==> config.mk <==
export PLATFORM = sky130hd
export DESIGN_NAME = winograd_tile_scheduler_flat
export DESIGN_NICKNAME = d
export VERILOG_FILES = /design/src/rtl/winograd_pkg.sv /design/src/rtl/winograd_tile_scheduler_if.sv /design/src/rtl/winograd_crop_mask.sv /design/src/rtl/winograd_tile_scheduler.sv /design/src/flat_wrapper.sv
export SDC_FILE = /design/constraint.sdc
export NUM_CORES = 1
export LEC_CHECK = 0
export CORE_ASPECT_RATIO = 1.2
export CORE_MARGIN = 2
export CORE_UTILIZATION = 45
export DETAILED_ROUTE_END_ITERATION = 10
export PLACE_DENSITY_LB_ADDON = 0.12
export SYNTH_ARGS = -nofsm -noshare
export SYNTH_HDL_FRONTEND = slang
export SYNTH_SLANG_ARGS = --single-unit
==> constraint.sdc <==
create_clock -name clk -period 3 [get_ports clk]
set_input_delay 0.45 -clock clk [delete_from_list [all_inputs] [get_ports clk]]
set_output_delay 0.45 -clock clk [all_outputs]
set_load 0.005 [all_outputs]
==> src/rtl/winograd_pkg.sv <==
// Shared types and constants for the Winograd F(4x4,3x3) tile scheduler.
package winograd_pkg;

    localparam int unsigned TILE_IN  = 6;
    localparam int unsigned KERNEL   = 3;
    localparam int unsigned TILE_OUT = TILE_IN - KERNEL + 1;
    localparam int unsigned IMG_ROWS = 10;
    localparam int unsigned IMG_COLS = 12;
    localparam int unsigned MASK_W   = TILE_OUT * TILE_OUT;
    localparam int unsigned IDX_W    = 2;

    typedef struct packed {
        logic [IDX_W-1:0] row;
        logic [IDX_W-1:0] col;
    } tile_idx_t;

    typedef enum logic [1:0] {IDLE, RUN, DONE} sched_state_e;

    // Plain row-major step, column fastest; the caller decides when the grid is exhausted.
    function automatic tile_idx_t tile_step(input tile_idx_t t, input logic [IDX_W-1:0] last_col);
        tile_idx_t n;
        if (t.col == last_col) begin
            n.row = t.row + 2'd1;
            n.col = 2'd0;
        end else begin
            n.row = t.row;
            n.col = t.col + 2'd1;
        end
        return n;
    endfunction

endpackage

==> src/rtl/winograd_tile_scheduler_if.sv <==
// Tile issue, result retire and output-buffer write signals between scheduler and engine.
interface winograd_tile_scheduler_if;
    import winograd_pkg::*;

    logic                  tile_valid;
    logic                  tile_ready;
    logic [IDX_W-1:0]      tile_row;
    logic [IDX_W-1:0]      tile_col;
    logic                  res_valid;
    logic                  res_ready;
    logic                  wr_en;
    logic [3:0]            wr_row_base;
    logic [3:0]            wr_col_base;
    logic [MASK_W-1:0]     wr_mask;

    modport master (
        output tile_valid, tile_row, tile_col, res_ready,
        output wr_en, wr_row_base, wr_col_base, wr_mask,
        input  tile_ready, res_valid
    );

    modport slave (
        input  tile_valid, tile_row, tile_col, res_ready,
        input  wr_en, wr_row_base, wr_col_base, wr_mask,
        output tile_ready, res_valid
    );
endinterface

==> src/rtl/winograd_crop_mask.sv <==
// Per-element write mask of a 4x4 result tile, cropped to the valid convolution window.
module winograd_crop_mask
    import winograd_pkg::*;
#(
    parameter int unsigned OUT_ROWS = IMG_ROWS - KERNEL + 1,
    parameter int unsigned OUT_COLS = IMG_COLS - KERNEL + 1
) (
    input  tile_idx_t          tile,
    output logic [MASK_W-1:0]  mask,
    output logic               empty
);

    always_comb begin
        mask = '0;
        for (int unsigned i = 0; i < TILE_OUT; i++) begin
            for (int unsigned j = 0; j < TILE_OUT; j++) begin
                mask[4'(TILE_OUT * i + j)] = ((TILE_OUT * 32'(tile.row) + i) < OUT_ROWS) &&
                                             ((TILE_OUT * 32'(tile.col) + j) < OUT_COLS);
            end
        end
        empty = ~|mask;
    end

endmodule

==> src/rtl/winograd_tile_scheduler.sv <==
// Issues 6x6 input tiles to the Winograd engine and retires 4x4 results in order.
// Optional WINOGRAD_SKIP_EMPTY_TILES_EN: never issue tiles whose crop mask is all zero.
module winograd_tile_scheduler
    import winograd_pkg::*;
#(
    parameter int unsigned TILES_R         = 3,
    parameter int unsigned TILES_C         = 3,
    parameter int unsigned OUT_ROWS        = IMG_ROWS - KERNEL + 1,
    parameter int unsigned OUT_COLS        = IMG_COLS - KERNEL + 1,
    parameter int unsigned MAX_OUTSTANDING = 2
) (
    input  logic clk,
    input  logic rst_n,
    input  logic start,
    output logic busy,
    output logic done,
    output logic err,
    winograd_tile_scheduler_if.master bus
);

    localparam int unsigned      CNT_W    = 3;
    localparam logic [IDX_W-1:0] LAST_ROW = IDX_W'(TILES_R - 1);
    localparam logic [IDX_W-1:0] LAST_COL = IDX_W'(TILES_C - 1);

    sched_state_e      state;
    tile_idx_t         iss;
    tile_idx_t         ret;
    logic              all_issued;
    logic [CNT_W-1:0]  outst;
    logic              tile_valid_q;
    logic              res_ready_q;
    logic              wr_en_q;
    logic [3:0]        wr_row_base_q;
    logic [3:0]        wr_col_base_q;
    logic [MASK_W-1:0] wr_mask_q;

    logic [MASK_W-1:0] ret_mask;
    logic              ret_empty;
    tile_idx_t         iss_a_c, ret_a_c, iss_nxt_c, ret_nxt_c;
    logic              iss_last_c, iss_end_c;
    logic              hs_issue_c, hs_ret_c, ret_ok_c, all_issued_c;
    logic [CNT_W-1:0]  outst_c;

    winograd_crop_mask #(.OUT_ROWS(OUT_ROWS), .OUT_COLS(OUT_COLS)) u_ret_mask (
        .tile(ret), .mask(ret_mask), .empty(ret_empty)
    );

    assign iss_a_c    = tile_step(iss, LAST_COL);
    assign ret_a_c    = tile_step(ret, LAST_COL);
    assign iss_last_c = (iss.row == LAST_ROW) && (iss.col == LAST_COL);

`ifdef WINOGRAD_SKIP_EMPTY_TILES_EN
    // Emptiness is monotonic in row and column: an empty column jumps to the next row,
    // an empty first column means every remaining row is empty too.
    tile_idx_t         iss_b_c, ret_b_c;
    logic              iss_a_empty, iss_b_empty, ret_a_empty, ret_b_empty;
    logic [MASK_W-1:0] iss_a_mask_unused, iss_b_mask_unused, ret_a_mask_unused, ret_b_mask_unused;

    assign iss_b_c = '{row: iss_a_c.row + 2'd1, col: 2'd0};
    assign ret_b_c = '{row: ret_a_c.row + 2'd1, col: 2'd0};

    winograd_crop_mask #(.OUT_ROWS(OUT_ROWS), .OUT_COLS(OUT_COLS)) u_iss_a (
        .tile(iss_a_c), .mask(iss_a_mask_unused), .empty(iss_a_empty));
    winograd_crop_mask #(.OUT_ROWS(OUT_ROWS), .OUT_COLS(OUT_COLS)) u_iss_b (
        .tile(iss_b_c), .mask(iss_b_mask_unused), .empty(iss_b_empty));
    winograd_crop_mask #(.OUT_ROWS(OUT_ROWS), .OUT_COLS(OUT_COLS)) u_ret_a (
        .tile(ret_a_c), .mask(ret_a_mask_unused), .empty(ret_a_empty));
    winograd_crop_mask #(.OUT_ROWS(OUT_ROWS), .OUT_COLS(OUT_COLS)) u_ret_b (
        .tile(ret_b_c), .mask(ret_b_mask_unused), .empty(ret_b_empty));

    assign iss_nxt_c = iss_a_empty ? iss_b_c : iss_a_c;
    assign ret_nxt_c = ret_a_empty ? ret_b_c : ret_a_c;
    assign iss_end_c = iss_last_c ||
                       (iss_a_empty && ((iss_a_c.col == 2'd0) || (iss_a_c.row == LAST_ROW) || iss_b_empty));
`else
    assign iss_nxt_c = iss_a_c;
    assign ret_nxt_c = ret_a_c;
    assign iss_end_c = iss_last_c;
`endif

    assign hs_issue_c   = tile_valid_q && bus.tile_ready;
    assign hs_ret_c     = bus.res_valid && res_ready_q;
    assign ret_ok_c     = hs_ret_c && (outst != '0);
    assign outst_c      = outst + CNT_W'(hs_issue_c) - CNT_W'(ret_ok_c);
    assign all_issued_c = all_issued || (hs_issue_c && iss_end_c);

    assign bus.tile_valid  = tile_valid_q;
    assign bus.tile_row    = iss.row;
    assign bus.tile_col    = iss.col;
    assign bus.res_ready   = res_ready_q;
    assign bus.wr_en       = wr_en_q;
    assign bus.wr_row_base = wr_row_base_q;
    assign bus.wr_col_base = wr_col_base_q;
    assign bus.wr_mask     = wr_mask_q;

    // Frame FSM with issue/retire bookkeeping; all outputs registered.
    always_ff @(posedge clk or negedge rst_n) begin
        if (!rst_n) begin
            state         <= IDLE;
            iss           <= '0;
            ret           <= '0;
            all_issued    <= 1'b0;
            outst         <= '0;
            busy          <= 1'b0;
            done          <= 1'b0;
            err           <= 1'b0;
            tile_valid_q  <= 1'b0;
            res_ready_q   <= 1'b0;
            wr_en_q       <= 1'b0;
            wr_row_base_q <= '0;
            wr_col_base_q <= '0;
            wr_mask_q     <= '0;
        end else begin
            wr_en_q <= 1'b0;
            done    <= 1'b0;
            case (state)
                IDLE: begin
                    if (start) begin
                        state        <= RUN;
                        busy         <= 1'b1;
                        err          <= 1'b0;
                        iss          <= '0;
                        ret          <= '0;
                        all_issued   <= 1'b0;
                        outst        <= '0;
                        tile_valid_q <= 1'b1;
                        res_ready_q  <= 1'b1;
                    end
                end
                RUN: begin
                    if (hs_issue_c && !iss_end_c) iss <= iss_nxt_c;
                    if (hs_ret_c && (outst == '0)) err <= 1'b1;
                    if (ret_ok_c) begin
                        wr_en_q       <= !ret_empty;
                        wr_row_base_q <= 4'(TILE_OUT * ret.row);
                        wr_col_base_q <= 4'(TILE_OUT * ret.col);
                        wr_mask_q     <= ret_mask;
                        ret           <= ret_nxt_c;
                    end
                    all_issued   <= all_issued_c;
                    outst        <= outst_c;
                    tile_valid_q <= !all_issued_c && (outst_c < CNT_W'(MAX_OUTSTANDING));
                    if (all_issued_c && (outst_c == '0)) begin
                        state        <= DONE;
                        done         <= 1'b1;
                        tile_valid_q <= 1'b0;
                        res_ready_q  <= 1'b0;
                    end
                end
                DONE: begin
                    state <= IDLE;
                    busy  <= 1'b0;
                end
                default: state <= IDLE;
            endcase
        end
    end

endmodule
==> src/flat_wrapper.sv <==
// flat-port wrapper written by rule: the top's interface ports become plain ports
module winograd_tile_scheduler_flat import winograd_pkg::*;
#(
    parameter int unsigned TILES_R         = 3,
    parameter int unsigned TILES_C         = 3,
    parameter int unsigned OUT_ROWS        = IMG_ROWS - KERNEL + 1,
    parameter int unsigned OUT_COLS        = IMG_COLS - KERNEL + 1,
    parameter int unsigned MAX_OUTSTANDING = 2
)
  (clk, rst_n, start, busy, done, err, bus_tile_valid, bus_tile_row, bus_tile_col, bus_res_ready, bus_wr_en, bus_wr_row_base, bus_wr_col_base, bus_wr_mask, bus_tile_ready, bus_res_valid);
  winograd_tile_scheduler_if bus_i ();
  input  logic clk;
  input  logic rst_n;
  input  logic start;
  output logic busy;
  output logic done;
  output logic err;
  output wire logic [$bits(bus_i.tile_valid)-1:0] bus_tile_valid;
  output wire logic [$bits(bus_i.tile_row)-1:0] bus_tile_row;
  output wire logic [$bits(bus_i.tile_col)-1:0] bus_tile_col;
  output wire logic [$bits(bus_i.res_ready)-1:0] bus_res_ready;
  output wire logic [$bits(bus_i.wr_en)-1:0] bus_wr_en;
  output wire logic [$bits(bus_i.wr_row_base)-1:0] bus_wr_row_base;
  output wire logic [$bits(bus_i.wr_col_base)-1:0] bus_wr_col_base;
  output wire logic [$bits(bus_i.wr_mask)-1:0] bus_wr_mask;
  input wire logic [$bits(bus_i.tile_ready)-1:0] bus_tile_ready;
  input wire logic [$bits(bus_i.res_valid)-1:0] bus_res_valid;
  assign bus_tile_valid = bus_i.tile_valid;
  assign bus_tile_row = bus_i.tile_row;
  assign bus_tile_col = bus_i.tile_col;
  assign bus_res_ready = bus_i.res_ready;
  assign bus_wr_en = bus_i.wr_en;
  assign bus_wr_row_base = bus_i.wr_row_base;
  assign bus_wr_col_base = bus_i.wr_col_base;
  assign bus_wr_mask = bus_i.wr_mask;
  assign bus_i.tile_ready = bus_tile_ready;
  assign bus_i.res_valid = bus_res_valid;
  winograd_tile_scheduler #(.TILES_R(TILES_R), .TILES_C(TILES_C), .OUT_ROWS(OUT_ROWS), .OUT_COLS(OUT_COLS), .MAX_OUTSTANDING(MAX_OUTSTANDING)) u_core (.clk(clk), .rst_n(rst_n), .start(start), .busy(busy), .done(done), .err(err), .bus(bus_i));
endmodule
==> flow_summary.json <==
{
  "r2r-end": "u_core.bus.tile_valid$_DFFE_PN0P_",
  "grt.met2_usage": 0.307,
  "gp_congestion": 0.822,
  "slew_headroom": 0.425,
  "grt_pass1_vias": 1105,
  "portBuffers": 34,
  "top_usage_layer": "met2",
  "finalWirelength_mm": 2.89,
  "ctsRootBufferMaster": "clkbuf_4",
  "yosys_warnings": 0,
  "hold_buffers": 0,
  "seq_area_um2": 651,
  "timing.fmax_ghz": 0.367,
  "p_comb_frac": 0.516,
  "pwr-share-clk": 0.102,
  "critPathMaxStageDelay_ns": 0.50,
  "post-cts-setup-buffer-count": 0,
  "p_sw_frac": 0.372,
  "synth_common_cells": "dfrtp_1 (26), buf_4 (19), inv_1 (11)",
  "ant_nets": 0,
  "start_util": 0.476,
  "tightest_slew_ns": 0.860,
  "antenna_found_initial": 0,
  "vdd_drop_max_mv": 0.523,
  "cellPowerDensity_mw_per_mm2": 984,
  "hpwl_mm": 2.13,
  "clk_latency_ns": 0.32,
  "reg2reg_depth": 10,
  "synth.top_cell.area_share": 0.443,
  "worst_slack_ns": 0.276,
  "fillCellCount": 277,
  "synth_most_common_cell": "dfrtp_1",
  "numCtsBuffers": 3,
  "drv_slew": 0,
  "fp-row-count": 22,
  "crit_chain": "o311ai_2 > inv_1 > ha_1 > inv_1 > ha_1 > inv_1 > fa_1 > xor3_1 > a2111oi_2 > a2bb2oi_1",
  "ys_seq_area_frac": 0.443,
  "p_leak_nw": 0.774,
  "drv_cap": 0,
  "slowest_stage": "dfrtp_1",
  "first_iter_violations": 21,
  "wl_per_cell_um": 14.4,
  "dieArea_mm2": 0.00374,
  "synth_area_leaders": "dfrtp_1 (44%), buf_4 (9.7%), mux2_2 (3.8%)",
  "synth.largest_area_cell": "dfrtp_1",
  "period_minus_slack_ns": 2.72,
  "clk_pin_slew_ns": 0.14,
  "boundaryPins": 39,
  "fin_crit_sh": 0.908,
  "setup_viol": 0,
  "crit_end": "u_core.bus.tile_valid$_DFFE_PN0P_",
  "cts_sinks": 26,
  "syn-cell-area_mm2": 0.00147,
  "dr.pass1.iters": 4,
  "critPathMaxFanout": 6,
  "grt_use_met1": 0.198,
  "dpl_worst_slack_ns": 0.106,
  "tns_ns": 0,
  "area_delta_synth_final_pct": 20.0,
  "cp.required_ns": 3.25,
  "cp-end-kind": "register",
  "synth_top_family_by_area": "compound AO/OA/AOI/OAI gates",
  "skew_ns": 0.00930,
  "die_h_um": 66.6,
  "timing.final.hold_violations": 0,
  "synth_xor_area_frac": 0.0221,
  "ys_ff_latch": 26,
  "ys_async_sr_fraction": 1.00,
  "drcViolationCount": 0,
  "multi_input_comb_area_um2": 634,
  "seqPwrFrac": 0.383,
  "post_cts_resized": 0,
  "grt_pass1_wl_mm": 5.00,
  "grt_util_met3": 0.0272,
  "postSynthAreaPerCell_um2": 10.2,
  "grtUsageTotal": 0.169,
  "antenna_cells": 0,
  "p_switching_w": 0.000646,
  "crit_start": "u_core.outst[1]$_DFFE_PN0P_",
  "synth_edf_count": 0,
  "synth_simple_gate_area_frac": 0.134,
  "synthAdderAreaFrac": 0.0392,
  "holdCritPathClass": "primary input to asynchronous set/reset pin",
  "drive_gt1_frac": 0.0848,
  "p_int_w": 0.00109,
  "clockBufferDepth": 2,
  "synth_top_flop_cell": "dfrtp_1",
  "die_w_um": 56.2,
  "synthMuxAreaShare": 0.0588,
  "arrival_ns": 2.97,
  "synth-compound-area-share": 0.168,
  "coreArea_mm2": 0.00308,
  "crit_top_cell": "inv_1",
  "cts_max_level": 1,
  "status": "finished clean",
  "r2r_start": "u_core.outst[1]$_DFFE_PN0P_",
  "grt-ovfl-total": 0,
  "synthDistinctLibCells": 43,
  "nets": 175,
  "start_kind": "register",
  "grt_max_degree": 27,
  "synth_cells": 144,
  "via_per_inst": 5.51,
  "worstSetupPathType": "register to register",
  "num_vias": 1108,
  "rsz0062_at_grt": "false",
  "cts_tree": "built",
  "rrSetupSlack_ns": 0.28
}
-- metrics by stage --
step	hold WS, ns	power (W)	util	instances	cell area, um2
4_1_cts	0.463	0.00176	0.572	201	1760
5_1_grt	0.493	0.00188	0.572	201	1760
3_3_place_gp	0.489	0.00154	0.560	197	1730
2_1_floorplan	0.154	0.00124	-	147	1480
3_5_place_dp	0.500	0.00158	0.560	197	1730
6_report	0.475	0.00174	0.572	201	1760
-- cells by family (layout without fill, tap and decap cells) --
group	after synthesis	in the layout
muxes	8	8
xor gates and xnor gates	2	2
buffers and inverters	33	51
and+or+nand+nor	37	37
DFF	26	26
AOI/OAI and AO/OA	33	33
adders and majority gates	4	4
other	1	4
-- cells in the final DEF, fill, tap and decap left out, types with 2 or more instances in the layout --
master,instances
and3_1,2
nand3_1,2
buf_4,2
conb_1,4
dfrtp_1,26
nand2_1,9
ha_1,3
a21oi_1,3
a31oi_1,3
nor2_1,7
a21o_1,2
inv_1,11
clkdlybuf4s50_1,34
nor3_1,2
clkbuf_4,3
nand2b_1,5
a41oi_1,2
o21ai_0,8
mux2i_1,3
and2_1,2
mux2_2,5
o211ai_1,4
-- routing by layer --
metal / vias up / routed length (um) / part of all wire
li1: 534 / - / -
met1: 540 / 1280 / 0.44
met2: 32 / 1450 / 0.50
met3: 2 / 142 / 0.049
met4: 0 / 21 / 0.0073
met5: - / 0 / 0
-- layout make-up --
type / count / area share
clock buffer: 4 / 0.0206
tap: 36 / 0.0256
timing repair buffer: 36 / 0.202
inverter: 11 / 0.0234
multi-input combinational: 88 / 0.360
sequential: 26 / 0.369
-- worst min-delay path by stage --
stage                                                from                                     to  slack, ns  cells past startpoint
finish                                              rst_n              u_core.ret[0]$_DFFE_PN0P_       0.47                      2
global route                                        rst_n  u_core.bus.wr_col_base[2]$_DFFE_PN0P_       0.49                      2
CTS                                                 rst_n  u_core.bus.wr_col_base[2]$_DFFE_PN0P_       0.46                      2
detailed placement  u_core.bus.wr_col_base[2]$_DFFE_PN0P_  u_core.bus.wr_col_base[2]$_DFFE_PN0P_       0.50                      1
global placement    u_core.bus.wr_col_base[2]$_DFFE_PN0P_  u_core.bus.wr_col_base[2]$_DFFE_PN0P_       0.49                      1
floorplan                                           rst_n          u_core.all_issued$_DFFE_PN0P_       0.15                      0
-- critical path, delay by kind of cell (launching register included) --
kind | cells | cell delay (ns)
fa+ha+maj | 3 | 0.86
xor+xnor | 1 | 0.23
buf+inv | 3 | 0.19
flops | 1 | 0.50
compound gates | 3 | 0.86
-- power by group through the flow --
stage / registers, W / clock network [W] / logic, W
after CTS: 0.000664 / 0.000188 / 0.000907
after global placement: 0.000660 / 0 / 0.000880
after detailed placement: 0.000672 / 0 / 0.000905
final: 0.000664 / 0.000176 / 0.000895
after global routing: 0.000689 / 0.000200 / 0.000995
after floorplan: 0.000630 / 0 / 0.000613
-- registers in the layout, indices dropped and copies added, names as in the netlist --
| name | count |
|---|---|
| u_core.ret | 4 |
| u_core.done | 1 |
| u_core.bus.wr_col_base | 2 |
| u_core.bus.wr_en | 1 |
| u_core.bus.tile_row | 2 |
| u_core.bus.wr_row_base | 2 |
| u_core.bus.res_ready | 1 |
| u_core.busy | 1 |
| u_core.state | 2 |
| u_core.outst | 3 |
| u_core.err | 1 |
| u_core.bus.wr_mask | 2 |
| u_core.bus.tile_col | 2 |
| u_core.all_issued | 1 |
| u_core.bus.tile_valid | 1 |
(Power assumes the default switching activity.)
